<file path="src/rtl/mdu_pkg.sv">
// mdu_pkg: shared types, constants and helpers for the iterative RV32M
// multiply/divide unit.
//   mdu_op_e    - funct3 encodings of the M-extension ops
//   mdu_state_e - controller states
//   DIV_ZERO_Q  - quotient returned for a divide by zero (all ones)
//   INT_MIN     - most negative XLEN-bit value (signed-overflow dividend)
//   is_signed_a / is_signed_b - operand signedness per op
package mdu_pkg;

    localparam int MDU_XLEN = 32;

    typedef enum logic [2:0] {
        OP_MUL    = 3'b000,
        OP_MULH   = 3'b001,
        OP_MULHSU = 3'b010,
        OP_MULHU  = 3'b011,
        OP_DIV    = 3'b100,
        OP_DIVU   = 3'b101,
        OP_REM    = 3'b110,
        OP_REMU   = 3'b111
    } mdu_op_e;

    typedef enum logic [1:0] {
        IDLE = 2'd0,
        CALC = 2'd1,
        FIX  = 2'd2,
        DONE = 2'd3
    } mdu_state_e;

    localparam logic [MDU_XLEN-1:0] DIV_ZERO_Q = {MDU_XLEN{1'b1}};
    localparam logic [MDU_XLEN-1:0] INT_MIN    = {1'b1, {(MDU_XLEN-1){1'b0}}};

    // rs1 is treated as signed for MULH, MULHSU, DIV and REM
    function automatic logic is_signed_a(input mdu_op_e op);
        case (op)
            OP_MULH, OP_MULHSU, OP_DIV, OP_REM: return 1'b1;
            default:                            return 1'b0;
        endcase
    endfunction

    // rs2 is treated as signed for MULH, DIV and REM
    function automatic logic is_signed_b(input mdu_op_e op);
        case (op)
            OP_MULH, OP_DIV, OP_REM: return 1'b1;
            default:                 return 1'b0;
        endcase
    endfunction

endpackage

</file>
<file path="src/rtl/mdu_sequencer_if.sv">
// mdu_sequencer_if: handshake bundle between execute/writeback and the MDU.
//   master modport - execute stage side (drives op request, flush, out_ready)
//   slave modport  - MDU side (drives in_ready, out_valid, result, busy)
interface mdu_sequencer_if #(
    parameter int XLEN = 32
);
    logic            in_valid;
    logic            in_ready;
    logic [2:0]      funct3;
    logic [XLEN-1:0] op_a;
    logic [XLEN-1:0] op_b;
    logic            flush;
    logic            out_valid;
    logic            out_ready;
    logic [XLEN-1:0] result;
    logic            busy;

    modport master (
        output in_valid, funct3, op_a, op_b, flush, out_ready,
        input  in_ready, out_valid, result, busy
    );

    modport slave (
        input  in_valid, funct3, op_a, op_b, flush, out_ready,
        output in_ready, out_valid, result, busy
    );
endinterface

</file>
<file path="src/rtl/mdu_step.sv">
// mdu_step: one combinational iteration of the shared datapath.
//   is_div  - 1: restoring shift-subtract step, 0: shift-add step
//   acc_in  - {hi, lo}; mul: hi=partial product, lo=remaining multiplier;
//             div: hi=partial remainder, lo=dividend bits / quotient bits
//   operand - multiplicand (mul) or divisor (div), both magnitudes
//   acc_out - accumulator after the step
module mdu_step #(
    parameter int XLEN = 32
) (
    input  logic              is_div,
    input  logic [2*XLEN-1:0] acc_in,
    input  logic [XLEN-1:0]   operand,
    output logic [2*XLEN-1:0] acc_out
);
    logic [XLEN-1:0] hi_s;
    logic [XLEN-1:0] lo_s;
    logic [XLEN:0]   sum_s;
    logic [XLEN:0]   shifted_s;
    logic [XLEN:0]   trial_s;

    assign hi_s = acc_in[2*XLEN-1:XLEN];
    assign lo_s = acc_in[XLEN-1:0];

    // Single shift-add / shift-subtract step
    always_comb begin
        sum_s     = {1'b0, hi_s} + {1'b0, operand};
        shifted_s = {hi_s, lo_s[XLEN-1]};
        // Partial remainder stays below the divisor, so bit XLEN of the
        // trial difference is a clean borrow flag.
        trial_s   = shifted_s - {1'b0, operand};
        acc_out   = acc_in;
        if (is_div) begin
            if (!trial_s[XLEN]) begin
                acc_out = {trial_s[XLEN-1:0], lo_s[XLEN-2:0], 1'b1};
            end else begin
                acc_out = {shifted_s[XLEN-1:0], lo_s[XLEN-2:0], 1'b0};
            end
        end else begin
            // Carry out of the add is shifted into the top of the product
            if (lo_s[0]) begin
                acc_out = {sum_s, lo_s[XLEN-1:1]};
            end else begin
                acc_out = {1'b0, hi_s, lo_s[XLEN-1:1]};
            end
        end
    end
endmodule

</file>
<file path="src/rtl/mdu_sequencer.sv">
// mdu_sequencer: iterative RV32M multiply/divide unit.
//   clk   - core clock
//   reset - synchronous active-high reset
//   bus   - slave side of mdu_sequencer_if (op request in, result out)
// Operands are latched as magnitudes on accept, XLEN shift-add or restoring
// shift-subtract steps run in CALC, and FIX applies signs and picks the word.
// Divide-by-zero and signed overflow bypass CALC and go straight to DONE.
module mdu_sequencer
    import mdu_pkg::*;
#(
    parameter int XLEN = MDU_XLEN
) (
    input  logic            clk,
    input  logic            reset,
    mdu_sequencer_if.slave  bus
);
    localparam int CW = $clog2(XLEN);

    mdu_state_e        state_r, state_nx_s;
    mdu_op_e           op_r, op_in_s;
    logic [CW-1:0]     cnt_r;
    logic [2*XLEN-1:0] acc_r, acc_step_s, prod_s;
    logic [XLEN-1:0]   opnd_r, result_r, fix_res_s, fast_res_s;
    logic [XLEN-1:0]   mag_a_s, mag_b_s, quo_s, rem_s;
    logic              sign_a_r, sign_b_r, sign_a_in_s, sign_b_in_s;
    logic              is_div_r, is_div_in_s;
    logic              in_ready_r, out_valid_r, busy_r;
    logic              accept_s, fast_s;

    assign op_in_s     = mdu_op_e'(bus.funct3);
    assign is_div_in_s = bus.funct3[2];
    assign sign_a_in_s = is_signed_a(op_in_s) & bus.op_a[XLEN-1];
    assign sign_b_in_s = is_signed_b(op_in_s) & bus.op_b[XLEN-1];
    assign mag_a_s     = sign_a_in_s ? -bus.op_a : bus.op_a;
    assign mag_b_s     = sign_b_in_s ? -bus.op_b : bus.op_b;
    // A flush in the same cycle kills the request
    assign accept_s    = bus.in_valid & (state_r == IDLE) & ~bus.flush;

    assign bus.in_ready  = in_ready_r;
    assign bus.out_valid = out_valid_r;
    assign bus.result    = result_r;
    assign bus.busy      = busy_r;

    mdu_step #(.XLEN(XLEN)) u_step (
        .is_div  (is_div_r),
        .acc_in  (acc_r),
        .operand (opnd_r),
        .acc_out (acc_step_s)
    );

    // Divide corner cases resolved directly at accept time
    always_comb begin
        fast_s     = 1'b0;
        fast_res_s = {XLEN{1'b0}};
        if (is_div_in_s && (bus.op_b == {XLEN{1'b0}})) begin
            fast_s = 1'b1;
            if (bus.funct3[1]) begin
                fast_res_s = bus.op_a;
            end else begin
                fast_res_s = DIV_ZERO_Q;
            end
        end else if ((op_in_s == OP_DIV || op_in_s == OP_REM) &&
                     (bus.op_a == INT_MIN) && (bus.op_b == {XLEN{1'b1}})) begin
            fast_s = 1'b1;
            if (op_in_s == OP_DIV) begin
                fast_res_s = INT_MIN;
            end else begin
                fast_res_s = {XLEN{1'b0}};
            end
        end else begin
            fast_s     = 1'b0;
            fast_res_s = {XLEN{1'b0}};
        end
    end

    // Sign correction and word selection for the FIX cycle
    always_comb begin
        prod_s = (sign_a_r ^ sign_b_r) ? -acc_r : acc_r;
        quo_s  = (sign_a_r ^ sign_b_r) ? -acc_r[XLEN-1:0] : acc_r[XLEN-1:0];
        rem_s  = sign_a_r ? -acc_r[2*XLEN-1:XLEN] : acc_r[2*XLEN-1:XLEN];
        case (op_r)
            OP_MUL:                       fix_res_s = prod_s[XLEN-1:0];
            OP_MULH, OP_MULHSU, OP_MULHU: fix_res_s = prod_s[2*XLEN-1:XLEN];
            OP_DIV, OP_DIVU:              fix_res_s = quo_s;
            OP_REM, OP_REMU:              fix_res_s = rem_s;
            default:                      fix_res_s = {XLEN{1'b0}};
        endcase
    end

    // Next-state logic; flush overrides every transition
    always_comb begin
        state_nx_s = state_r;
        if (bus.flush) begin
            state_nx_s = IDLE;
        end else begin
            case (state_r)
                IDLE: begin
                    if (accept_s) begin
                        state_nx_s = fast_s ? DONE : CALC;
                    end else begin
                        state_nx_s = IDLE;
                    end
                end
                CALC: begin
                    if (cnt_r == {CW{1'b0}}) begin
                        state_nx_s = FIX;
                    end else begin
                        state_nx_s = CALC;
                    end
                end
                FIX:  state_nx_s = DONE;
                DONE: begin
                    if (bus.out_ready) begin
                        state_nx_s = IDLE;
                    end else begin
                        state_nx_s = DONE;
                    end
                end
                default: state_nx_s = IDLE;
            endcase
        end
    end

    // State, datapath registers and registered handshake outputs
    always_ff @(posedge clk) begin
        if (reset) begin
            state_r     <= IDLE;
            op_r        <= OP_MUL;
            cnt_r       <= {CW{1'b0}};
            acc_r       <= {(2*XLEN){1'b0}};
            opnd_r      <= {XLEN{1'b0}};
            result_r    <= {XLEN{1'b0}};
            sign_a_r    <= 1'b0;
            sign_b_r    <= 1'b0;
            is_div_r    <= 1'b0;
            in_ready_r  <= 1'b1;
            out_valid_r <= 1'b0;
            busy_r      <= 1'b0;
        end else begin
            state_r     <= state_nx_s;
            in_ready_r  <= (state_nx_s == IDLE);
            out_valid_r <= (state_nx_s == DONE);
            busy_r      <= (state_nx_s != IDLE);
            case (state_r)
                IDLE: begin
                    if (accept_s) begin
                        op_r     <= op_in_s;
                        sign_a_r <= sign_a_in_s;
                        sign_b_r <= sign_b_in_s;
                        is_div_r <= is_div_in_s;
                        acc_r    <= {{XLEN{1'b0}}, mag_a_s};
                        opnd_r   <= mag_b_s;
                        cnt_r    <= CW'(XLEN - 1);
                        if (fast_s) begin
                            result_r <= fast_res_s;
                        end
                    end
                end
                CALC: begin
                    acc_r <= acc_step_s;
                    if (cnt_r != {CW{1'b0}}) begin
                        cnt_r <= cnt_r - CW'(1);
                    end
                end
                FIX:     result_r <= fix_res_s;
                default: ;
            endcase
        end
    end
endmodule
</file>
<file path="src/flat_wrapper.sv">
// flat-port wrapper written by rule: the top's interface ports become plain ports
module mdu_sequencer_flat import mdu_pkg::*;
#(
    parameter int XLEN = MDU_XLEN
)
  (clk, reset, bus_in_valid, bus_funct3, bus_op_a, bus_op_b, bus_flush, bus_out_ready, bus_in_ready, bus_out_valid, bus_result, bus_busy);
  mdu_sequencer_if #(.XLEN(XLEN)) bus_i ();
  input  logic clk;
  input  logic reset;
  input wire logic [$bits(bus_i.in_valid)-1:0] bus_in_valid;
  input wire logic [$bits(bus_i.funct3)-1:0] bus_funct3;
  input wire logic [$bits(bus_i.op_a)-1:0] bus_op_a;
  input wire logic [$bits(bus_i.op_b)-1:0] bus_op_b;
  input wire logic [$bits(bus_i.flush)-1:0] bus_flush;
  input wire logic [$bits(bus_i.out_ready)-1:0] bus_out_ready;
  output wire logic [$bits(bus_i.in_ready)-1:0] bus_in_ready;
  output wire logic [$bits(bus_i.out_valid)-1:0] bus_out_valid;
  output wire logic [$bits(bus_i.result)-1:0] bus_result;
  output wire logic [$bits(bus_i.busy)-1:0] bus_busy;
  assign bus_i.in_valid = bus_in_valid;
  assign bus_i.funct3 = bus_funct3;
  assign bus_i.op_a = bus_op_a;
  assign bus_i.op_b = bus_op_b;
  assign bus_i.flush = bus_flush;
  assign bus_i.out_ready = bus_out_ready;
  assign bus_in_ready = bus_i.in_ready;
  assign bus_out_valid = bus_i.out_valid;
  assign bus_result = bus_i.result;
  assign bus_busy = bus_i.busy;
  mdu_sequencer #(.XLEN(XLEN)) u_core (.clk(clk), .reset(reset), .bus(bus_i));
endmodule
</file>
<file path="config.mk">
export PLATFORM = sky130hd
export DESIGN_NAME = mdu_sequencer_flat
export DESIGN_NICKNAME = d
export VERILOG_FILES = /design/src/rtl/mdu_pkg.sv /design/src/rtl/mdu_sequencer_if.sv /design/src/rtl/mdu_step.sv /design/src/rtl/mdu_sequencer.sv /design/src/flat_wrapper.sv
export SDC_FILE = /design/constraint.sdc
export NUM_CORES = 1
export LEC_CHECK = 0
export CORE_UTILIZATION = 40
export CTS_CLUSTER_SIZE = 8
export DETAILED_ROUTE_END_ITERATION = 16
export GPL_TIMING_DRIVEN = 0
export PLACE_DENSITY = 0.61
export SLEW_MARGIN = 20
export SYNTH_ARGS = -nofsm -noshare
export SYNTH_HDL_FRONTEND = slang
export SYNTH_HIERARCHICAL = 1
export SYNTH_SLANG_ARGS = --single-unit
</file>
<file path="constraint.sdc">
create_clock -name clk -period 4.85 [get_ports clk]
set_input_delay 0.485 -clock clk [delete_from_list [all_inputs] [get_ports clk]]
set_output_delay 0.485 -clock clk [all_outputs]
set_load 0.01 [all_outputs]
</file>
==> results_dict.tcl, run 1 <==
set metrics [dict create \
    status "complete, no violations" \
    drc_errors 0 \
    finalSetupTns_ns 0 \
    ys_top_cells_by_count "nand2_1 (200), nor2_1 (192), a21oi_1 (191)" \
    setup_viol 0 \
    path_clk_slew_ns 0.07 \
    grt_pass1_vias 15700 \
    skew_ns 0.0144 \
    end_kind "flip-flop" \
    place_area_mm2 0.0166 \
    layout-drive-gt1-share_pct 5.72 \
    drt_iter0_markers 2060 \
    power.density_mw_per_mm2 232 \
    dp_cells 2638 \
    cts.repair.resized 0 \
    grt_usage_pct 32.8 \
    netlist_area_mm2 0.0150 \
    num_vias 16900 \
    portBuffers 104 \
    synth_most_common_cell "nand2_1" \
    clk_latency_ns 0.45 \
    io_pins 107 \
    clk_path_buf_depth 2 \
    yosys.area.top_type "dfxtp_1" \
    avgSynthCellArea_um2 7.25 \
    h-tree-depth 4 \
    synth_edf_count 0 \
    critPathMaxFanout 13 \
    postCtsSetupRepairBufs 0 \
    required_ns 5.22 \
    synth_warnings 6 \
    antenna_cells 0 \
    area_delta_synth_final_pct 15.0 \
    dpl.hpwl_um 50800 \
    grt_max_degree 17 \
    drv_slew 0 \
    max_slew_margin_pct 19.4 \
    wl_per_cell_um 23.7 \
    synth_top_area_share_pct 19.1 \
    stdcell_count 2670 \
    antenna_found_initial 0 \
    core_mm2 0.0367 \
    crit_type "flip-flop to flip-flop" \
    timing.final.ws_setup_ns 0.397 \
    fp-row-count 70 \
    arrival_ns 4.82 \
    finalCritPeriodShare_pct 91.8 \
    synth_flop_cell "dfxtp_1" \
    synth_cell_types 98 \
    overflow 0 \
    cp_slowest_cell "dfxtp_1" \
    die_width_um 195 \
    gp_congestion 1.01 \
    cts_tree "yes" \
    synth_fp_nets 2211 \
    ys_async_sr_fraction_pct 0 \
    utilization_pct 46.9 \
    cp_slowest_stage_delay_ns 0.71 \
    place_ws_ns 0.580 \
    first_pass_iters 6 \
    dieArea_mm2 0.0382 \
    cts_root_buf "clkbuf_16" \
    ctsHoldBuffers 0 \
    synthCells 2066 \
    cp_cell_sequence "ha_1 > nand2b_1 > a21oi_2 > a2111oi_1 > o21a_1 > nor4_4 > o211ai_1 > mux2_4 > nor2_8 > buf_8 > mux2i_1 > o21ai_1 > nand2_1 > a21oi_1" \
    die_h_um 195 \
    fin_nets 2334 \
    grt_pass1_wl_um 95800 \
    vdd_drop_max_mv 0.268 \
    rsz0062_at_grt "no" \
    ys_ff_latch 143 \
    viasPerCell 6.33 \
    final.min_clock_period_ns 4.45 \
    leakagePower_nw 6.46 \
    stdcell_area_mm2 0.0172 \
    hold_viol 0 \
    timing.fmax_mhz 225 \
    synthTopCellsByArea "dfxtp_1 (19%), a21oi_1 (6.4%), xnor2_1 (6.2%)" \
    worstMarginPinSlew_ns 1.20 \
    start_util_pct 40.8 \
    maxCapViolCount 0 \
    hold_path.class "flip-flop to flip-flop" \
    startpoint_type "flip-flop" \
    wirelength_um 63400 \
    seq_area_frac_synth_pct 19.1 \
    cts_sinks 143 \
    final_antenna_net_count 0 \
    numCtsBuffers 17 \
]
[critical path, delay by kind of cell (launching register included)]
kind | cells | cell delay [ns]
multiplexers | 2 | 0.47
buffers and inverters | 1 | 0.21
flip-flops | 1 | 0.71
AO/OA/AOI/OAI | 6 | 1.98
AND/OR/NAND/NOR | 4 | 0.60
adder cells (fa/ha/maj) | 1 | 0.39
[worst paths after layout]
path                            startpoint                       endpoint  slack (ns)  cells after the start
min reg2reg  u_core/opnd_r[0]$_SDFFE_PP0P_  u_core/opnd_r[0]$_SDFFE_PP0P_        0.49                      2
max reg2reg  u_core/acc_r[33]$_SDFFE_PP0P_  u_core/acc_r[63]$_SDFFE_PP0P_        0.40                     14
min          u_core/opnd_r[0]$_SDFFE_PP0P_  u_core/opnd_r[0]$_SDFFE_PP0P_        0.49                      2
max          u_core/acc_r[33]$_SDFFE_PP0P_  u_core/acc_r[63]$_SDFFE_PP0P_        0.40                     14
[registers in the layout, indices dropped and copies added, names as in the netlist]
register,count
u_core/bus.in_ready,1
u_core/opnd_r,32
u_core/acc_r,64
u_core/op_r,3
u_core/sign_b_r,1
u_core/state_r,2
u_core/bus.busy,1
u_core/cnt_r,5
u_core/bus.result,32
u_core/bus.out_valid,1
u_core/sign_a_r,1
[power by group]
part	internal, mW	total [mW]	switching, mW
sequential	1.23	1.33	0.102
clock	0.831	1.43	0.599
combinational	0.476	1.24	0.761
[metrics by stage]
stage | power [mW] | hold WS (ns)
floorplan | 2.14 | 0.449
global placement | 2.55 | 0.476
detailed placement | 2.56 | 0.480
CTS | 3.98 | 0.490
global route | 4.18 | 0.522
finish | 4.00 | 0.488
[layout by cell type, fill, tap and decap left out, types with 11 or more instances in the layout]
| master | instances |
|---|---|
| nand3_1 | 67 |
| a311oi_1 | 40 |
| and2_1 | 11 |
| a41oi_1 | 12 |
| a21oi_1 | 191 |
| o31ai_1 | 21 |
| o211ai_1 | 25 |
| nand4_1 | 33 |
| mux2i_1 | 39 |
| mux2_2 | 30 |
| ha_1 | 71 |
| and3_1 | 16 |
| inv_1 | 62 |
| nor4_1 | 30 |
| nor2_1 | 192 |
| or3_1 | 12 |
| clkbuf_1 | 125 |
| a21o_1 | 25 |
| clkdlybuf4s50_1 | 104 |
| clkbuf_16 | 17 |
| a22oi_1 | 13 |
| o21ai_0 | 108 |
| dfxtp_1 | 143 |
| nor3_1 | 49 |
| a211oi_1 | 72 |
| nor2b_1 | 32 |
| nand2b_1 | 29 |
| nand2_1 | 200 |
| a31oi_1 | 27 |
| xnor2_1 | 106 |
| xor2_1 | 76 |
[final cells by class]
class	instances	area [um^2]
Timing Repair Buffer	104	1040
Buffer	155	687
Fill cell	3778	19500
Clock buffer	18	429
Multi-Input combinational cell	1705	11200
Tap cell	468	586
Inverter	63	236
Sequential cell	143	2860
Clock inverter	14	196
[per-layer routing]
metal,global-route usage [%],vias to the layer above,part of all wire [%]
li1,-,7854,-
met1,46.5,8118,46
met2,49.8,816,43
met3,5.13,102,8.0
met4,11.9,0,3.1
met5,0,-,0
[cell families after synthesis]
kind of cell | share of synthesized area (%)
AO/OA/AOI/OAI | 28.0
XOR/XNOR | 10.6
adder cells (fa/ha/maj) | 6.20
multiplexers | 5.12
buffers and inverters | 6.17
AND/OR/NAND/NOR | 24.7
flip-flops | 19.1
Power figures use the tool's default switching activity.
==> run 2, diff against run 1 <==
--- a/config.mk
+++ b/config.mk
@@ -5,13 +5,13 @@
 export SDC_FILE = /design/constraint.sdc
 export NUM_CORES = 1
 export LEC_CHECK = 0
-export CORE_UTILIZATION = 40
+export ABC_CLOCK_PERIOD_IN_PS = 4850
+export CORE_UTILIZATION = 41
 export CTS_CLUSTER_SIZE = 8
 export DETAILED_ROUTE_END_ITERATION = 16
 export GPL_TIMING_DRIVEN = 0
-export PLACE_DENSITY = 0.61
+export PLACE_DENSITY = 0.62
 export SLEW_MARGIN = 20
 export SYNTH_ARGS = -nofsm -noshare
 export SYNTH_HDL_FRONTEND = slang
-export SYNTH_HIERARCHICAL = 1
 export SYNTH_SLANG_ARGS = --single-unit
==> run 2 against run 1 <==
  * Global-route usage increased by 2.0 points
  * Synthesized area decreased by 2.9%
  * Combinational power decreased by 6%
  * Critical path type unchanged
  * Largest cell class unchanged
  * Highest routed layer unchanged
==> results_dict.tcl, run 2 <==
set metrics [dict create \
    status "complete, no violations" \
    first_pass_iters 6 \
    timing.rr.end "u_core.acc_r[62]$_SDFFE_PP0P_" \
    cts_sinks 143 \
    gr-usage-met2_pct 49.9 \
    antenna_found_initial 0 \
    hold_path.class "flip-flop to flip-flop" \
    core_mm2 0.0347 \
    die_width_um 190 \
    synth_cell_types 81 \
    startpoint_type "flip-flop" \
    num_vias 16700 \
    numCtsBuffers 17 \
    min_path_cells 2 \
    synth_flop_cell "dfxtp_1" \
    drc_errors 0 \
    synth_fp_nets 2151 \
    postCtsSetupRepairBufs 0 \
    synth_edf_count 0 \
    grt_pass1_wl_um 94400 \
    arrival_ns 5.08 \
    min_to "u_core.bus.result[19]$_SDFFE_PP0P_" \
    final_antenna_net_count 0 \
    gp_congestion 1.02 \
    cp_slowest_stage_delay_ns 0.45 \
    synth_most_common_cell "nor2_1" \
    grt_usage_pct 34.8 \
    fillers 3576 \
    critPathMaxFanout 10 \
    dpl.hpwl_um 50500 \
    holdWs_ns 0.467 \
    use_met3_pct 7.69 \
    final_common_cell "nor2_1" \
    seq_area_frac_synth_pct 19.7 \
    layout-drive-gt1-share_pct 4.06 \
    die_h_um 190 \
    largest_reg_flops 64 \
    ys_top_cells_by_count "nor2_1 (184), nand2_1 (167), a21oi_1 (148)" \
    path_clk_slew_ns 0.07 \
    vdd_drop_max_mv 0.239 \
    grt_max_degree 17 \
    synthCells 2007 \
    yosys.area.top_type "dfxtp_1" \
    netlist_area_mm2 0.0145 \
    hp-start "u_core.bus.result[19]$_SDFFE_PP0P_" \
    synthTopCellsByArea "dfxtp_1 (20%), ha_1 (6.0%), xor2_1 (6.0%)" \
    r2r_cells 14 \
    synth_top_area_share_pct 19.7 \
    synth_warnings 0 \
    ys_ff_latch 143 \
    clk_latency_ns 0.45 \
    cp_slowest_cell "fa_1" \
    reg2reg_slack_ns 0.14 \
    fin_nets 2275 \
    overflow 0 \
    end_kind "flip-flop" \
    wl_per_cell_um 24.6 \
    clk_path_buf_depth 2 \
    leakagePower_nw 6.19 \
    power.density_mw_per_mm2 234 \
    stdcell_area_mm2 0.0168 \
    ctsHoldBuffers 0 \
    antenna_cells 0 \
    cts_tree "yes" \
    cts_root_buf "clkbuf_16" \
    start_util_pct 41.9 \
    finalCritPeriodShare_pct 97.2 \
    worstMarginPinSlew_ns 1.13 \
    setup_viol 0 \
    skew_ns 0.0132 \
    avgSynthCellArea_um2 7.24 \
    cp_cell_sequence "clkbuf_2 > inv_1 > fa_1 > nand2b_1 > a21oi_1 > o21ai_1 > a31oi_2 > o21ai_1 > mux2i_1 > nor2_1 > buf_2 > buf_2 > nand3b_1 > a311oi_1" \
    crit_type "flip-flop to flip-flop" \
    io_pins 107 \
    busiest_layer "met1" \
    hold_viol 0 \
    maxCapViolCount 0 \
    fp-row-count 68 \
    max_slew_margin_pct 24.1 \
    timing.fmax_mhz 212 \
    area_delta_synth_final_pct 15.6 \
    utilization_pct 48.4 \
    place_area_mm2 0.0162 \
    largest-register "u_core.acc_r" \
    rsz0062_at_grt "no" \
    final.min_clock_period_ns 4.71 \
    portBuffers 106 \
    worstReg2RegStart "u_core.acc_r[32]$_SDFFE_PP0P_" \
    h-tree-depth 4 \
    mostFrequentLayoutCells "nor2_1 (184), nand2_1 (167), a21oi_1 (148), dfxtp_1 (142), clkbuf_1 (141)" \
    drv_slew 0 \
    drt_iter0_markers 1859 \
    use_met1_pct 51.3 \
    wirelength_um 64000 \
    required_ns 5.22 \
    dieArea_mm2 0.0362 \
    ys_async_sr_fraction_pct 0 \
    grt_pass1_vias 15000 \
    viasPerCell 6.43 \
]
## run 2: per-stage QoR
| step | TNS (ns) | std cells | setup slack [ns] | power [mW] |
|---|---|---|---|---|
| floorplan | 0 | 2007 | 1.41 | 2.03 |
| global placement | -0.465 | 2568 | -0.142 | 2.45 |
| detailed placement | -1.67 | 2569 | -0.228 | 2.46 |
| CTS | 0 | 2600 | 0.0356 | 3.90 |
| global route | 0 | 2599 | 0.00715 | 4.06 |
| finish | 0 | 2599 | 0.135 | 3.94 |
## run 2: layer usage
metal	up-vias	wire length, um
li1	7695	-
met4	0	1580
met1	7985	29100
met2	934	26300
met5	-	0
met3	109	6990
## run 2: layout make-up
type,count,area [um^2],area share (%)
Tap cell,455,569,3.39
Clock buffer,17,425,2.53
Timing Repair Buffer,107,1070,6.38
Multi-Input combinational cell,1631,10800,64.2
Sequential cell,143,2860,17.0
Buffer,167,659,3.92
Clock inverter,15,195,1.16
Inverter,64,240,1.43
## run 2: where the power goes
group	internal, mW	switching [mW]
clock network	0.827	0.635
registers	1.23	0.0761
logic	0.422	0.748
total	2.48	1.46
## run 2: how the worst max path moves through the flow
| stage | slack [ns] | from | endpoint |
|---|---|---|---|
| after floorplan | 1.41 | u_core.acc_r[31]$_SDFFE_PP0P_ | u_core.acc_r[56]$_SDFFE_PP0P_ |
| after global placement | -0.14 | u_core.acc_r[31]$_SDFFE_PP0P_ | u_core.acc_r[62]$_SDFFE_PP0P_ |
| after detailed placement | -0.23 | u_core.acc_r[31]$_SDFFE_PP0P_ | u_core.acc_r[62]$_SDFFE_PP0P_ |
| after CTS | 0.04 | u_core.acc_r[32]$_SDFFE_PP0P_ | u_core.acc_r[62]$_SDFFE_PP0P_ |
| after global routing | 0.007 | u_core.acc_r[32]$_SDFFE_PP0P_ | u_core.acc_r[62]$_SDFFE_PP0P_ |
| final | 0.14 | u_core.acc_r[32]$_SDFFE_PP0P_ | u_core.acc_r[62]$_SDFFE_PP0P_ |
## run 2: repair_timing
item,in CTS,in global routing
pin swaps,0,0
gates resized for setup,1,3
setup endpoints to repair,20,19
## run 2: cell families after synthesis
family / share of synthesized area (%)
flops: 19.7
simple gates: 22.2
mux: 4.77
fa+ha+maj: 6.30
buf+inv: 6.23
xor+xnor: 10.2
compound gates: 30.7
## run 2: worst max-delay path, delay by kind of cell (launching register included)
family / cells / cell delay [ns]
compound gates: 5 / 1.63
simple gates: 3 / 0.65
mux: 1 / 0.33
flops: 1 / 0.37
fa+ha+maj: 1 / 0.45
buf+inv: 4 / 1.18
==> patch, RTL diff (settings of run 2) <==
Change the package constant `MDU_XLEN` from 32 to 16.
--- a/src/rtl/mdu_pkg.sv
+++ b/src/rtl/mdu_pkg.sv
@@ -7,7 +7,7 @@
 //   is_signed_a / is_signed_b - operand signedness per op
 package mdu_pkg;
 
-    localparam int MDU_XLEN = 32;
+    localparam int MDU_XLEN = 16;
 
     typedef enum logic [2:0] {
         OP_MUL    = 3'b000,
Ports: changed (resized bus_op_a, bus_op_b and bus_result); port bits go from 107 to 59. The function was not compared with the original's and may differ.
==> patch against run 2 <==
Critical path type unchanged; first-iteration DRC count decreased by 54%; sequential cell count decreased by 65; final area decreased by 50%; area after synthesis decreased by 50%; total power decreased by 49%; largest cell class unchanged; synthesized cell count decreased by 51%; largest power group is now sequential cells; worst setup slack improved by 0.65 ns; wire length decreased by 60%.
==> patch: results (changes against run 2) <==
----------------------------------------------------
[Global routing]
  Global-route total usage across every layer ... 0.288 (-0.0596)
  Pin count of the biggest net entering global routing ... 16 (-1)
  Met1 usage in global routing ... 0.410 (-0.103)
  Number of global-route vias before repair ... 7172 (-52%)
  Global-route track usage on met2 ... 0.421 (-0.0781)

[Clock network]
  H-Tree Level Count ... 3 (-1)
  Number of buffers added by the clock tree synthesis step ... 9 (-8)
  Worst-Skew Late Latency ... 0.36 ns (-0.09 ns)

[Worst setup path]
  Startpoint of the most critical setup path ... u_core.acc_r[16]
  Number of cell instances on the worst register-to-register path ... 12 (-2)
  Arrival @ worst endpoint ... 4.32 ns (-0.76 ns)

[Power and ir drop]
  Pleak ... 0.00291 uW (-53%)
  Peak supply drop ... 131 uV (-45%)

[Place]
  DP HPWL ... 19900 um (-61%)
  Pre-CTS worst setup slack ... 0.751 ns (+0.979 ns)

[Final layout]
  Number of nets in the layout ... 1135 (-50%)
  Fill cells ... 1801 (-50%)
  Share of cells above drive strength 1 ... 0.0425 (+0.00187)

[Hold path]
  Hold path startpoint ... u_core.bus.result[13]

[Detailed routing]
  Sum of met3 wire segment lengths after detailed routing ... 2270 um (-68%)
  Metal-1 WL ... 11800 um (-59%)
  Initial detailed-routing violation count ... 858 (-54%)
  Detailed-route wire length per cell ... 20.0 um (-19%)
  Post-detailed-route via-to-cell ratio ... 6.19 (-3.7%)
  Routed wl met2 ... 10900 um (-59%)

[Logic synthesis]
  Sequential cell area fraction in the yosys report ... 0.216 (+0.0186)
  Leading post-synthesis cells by cell area ... sky130_fd_sc_hd__dfxtp_1 22%, sky130_fd_sc_hd__ha_1 6.6%, sky130_fd_sc_hd__a211oi_1 5.7%
  Synth cell types ... 74 (-8.6%)

[Timing]
  Worst clock skew on the final layout ... 0.0128 ns (-0.000372 ns)

[Outcome]
  Result of the run ... finished, final reports clean

----------------------------------------------------
==> patch: changes by cell type in the layout (fill, tap and decap cells not counted), sizes merged, moves of 49 or more <==
| cell | before | now |
|---|---|---|
| o21ai | 123 | 74 |
| a211oi | 110 | 55 |
| a21oi | 148 | 79 |
| clkbuf | 159 | 71 |
| dfxtp | 143 | 78 |
| nor2 | 184 | 97 |
| xor2 | 100 | 29 |
| nand2 | 167 | 73 |
==> patch: metrics by stage <==
step | hold WS (ns) | cells | total power [uW]
global route | 0.481 | 1285 | 2120
global placement | 0.451 | 1269 | 1350
CTS | 0.467 | 1285 | 2010
floorplan | 0.449 | 986 | 1150
detailed placement | 0.453 | 1269 | 1350
finish | 0.466 | 1285 | 2020
==> patch: cells by family after synthesis <==
| logic type | count (synthesis) | share of synthesized area |
|---|---|---|
| DFF | 78 | 0.216 |
| muxes | 29 | 0.0402 |
| buffers and inverters | 107 | 0.0575 |
| xor gates and xnor gates | 69 | 0.0834 |
| and+or+nand+nor | 324 | 0.224 |
| adders and majority gates | 40 | 0.0712 |
| AOI/OAI and AO/OA | 339 | 0.308 |
==> patch: worst paths after layout <==
check,slack (ns),endpoint
worst max-delay path,0.79,u_core.acc_r[17]
worst min-delay path,0.47,u_core.bus.result[13]
worst max register to register,0.79,u_core.acc_r[17]
worst min register to register,0.47,u_core.bus.result[13]
==> patch: power by group through the flow <==
stage | sequential (uW) | clock (uW) | combinational, uW
5_1_grt | 719 | 703 | 697
6_report | 716 | 668 | 637
2_1_floorplan | 713 | 0 | 439
3_3_place_gp | 728 | 0 | 618
4_1_cts | 714 | 674 | 623
3_5_place_dp | 728 | 0 | 620
==> patch: area by class of cell <==
cell class                      instances  area share
Buffer                                 70      0.0331
Clock buffer                            9      0.0268
Clock inverter                          7     0.00686
Inverter                               37      0.0166
Multi-Input combinational cell        801       0.628
Sequential cell                        78       0.186
Tap cell                              225      0.0336
Timing Repair Buffer                   58      0.0692
==> patch: critical path: stages (launching register included) <==
cell	delay [ns]
sky130_fd_sc_hd__dfxtp_1	0.36
sky130_fd_sc_hd__clkbuf_1	0.39
sky130_fd_sc_hd__inv_1	0.17
sky130_fd_sc_hd__fa_1	0.47
sky130_fd_sc_hd__nor2b_1	0.17
sky130_fd_sc_hd__o31a_1	0.19
sky130_fd_sc_hd__o41a_1	0.33
sky130_fd_sc_hd__nand4_1	0.27
sky130_fd_sc_hd__a21o_1	0.31
sky130_fd_sc_hd__nand2_1	0.29
sky130_fd_sc_hd__clkbuf_1	0.56
sky130_fd_sc_hd__o21ai_0	0.19
sky130_fd_sc_hd__o221ai_1	0.26
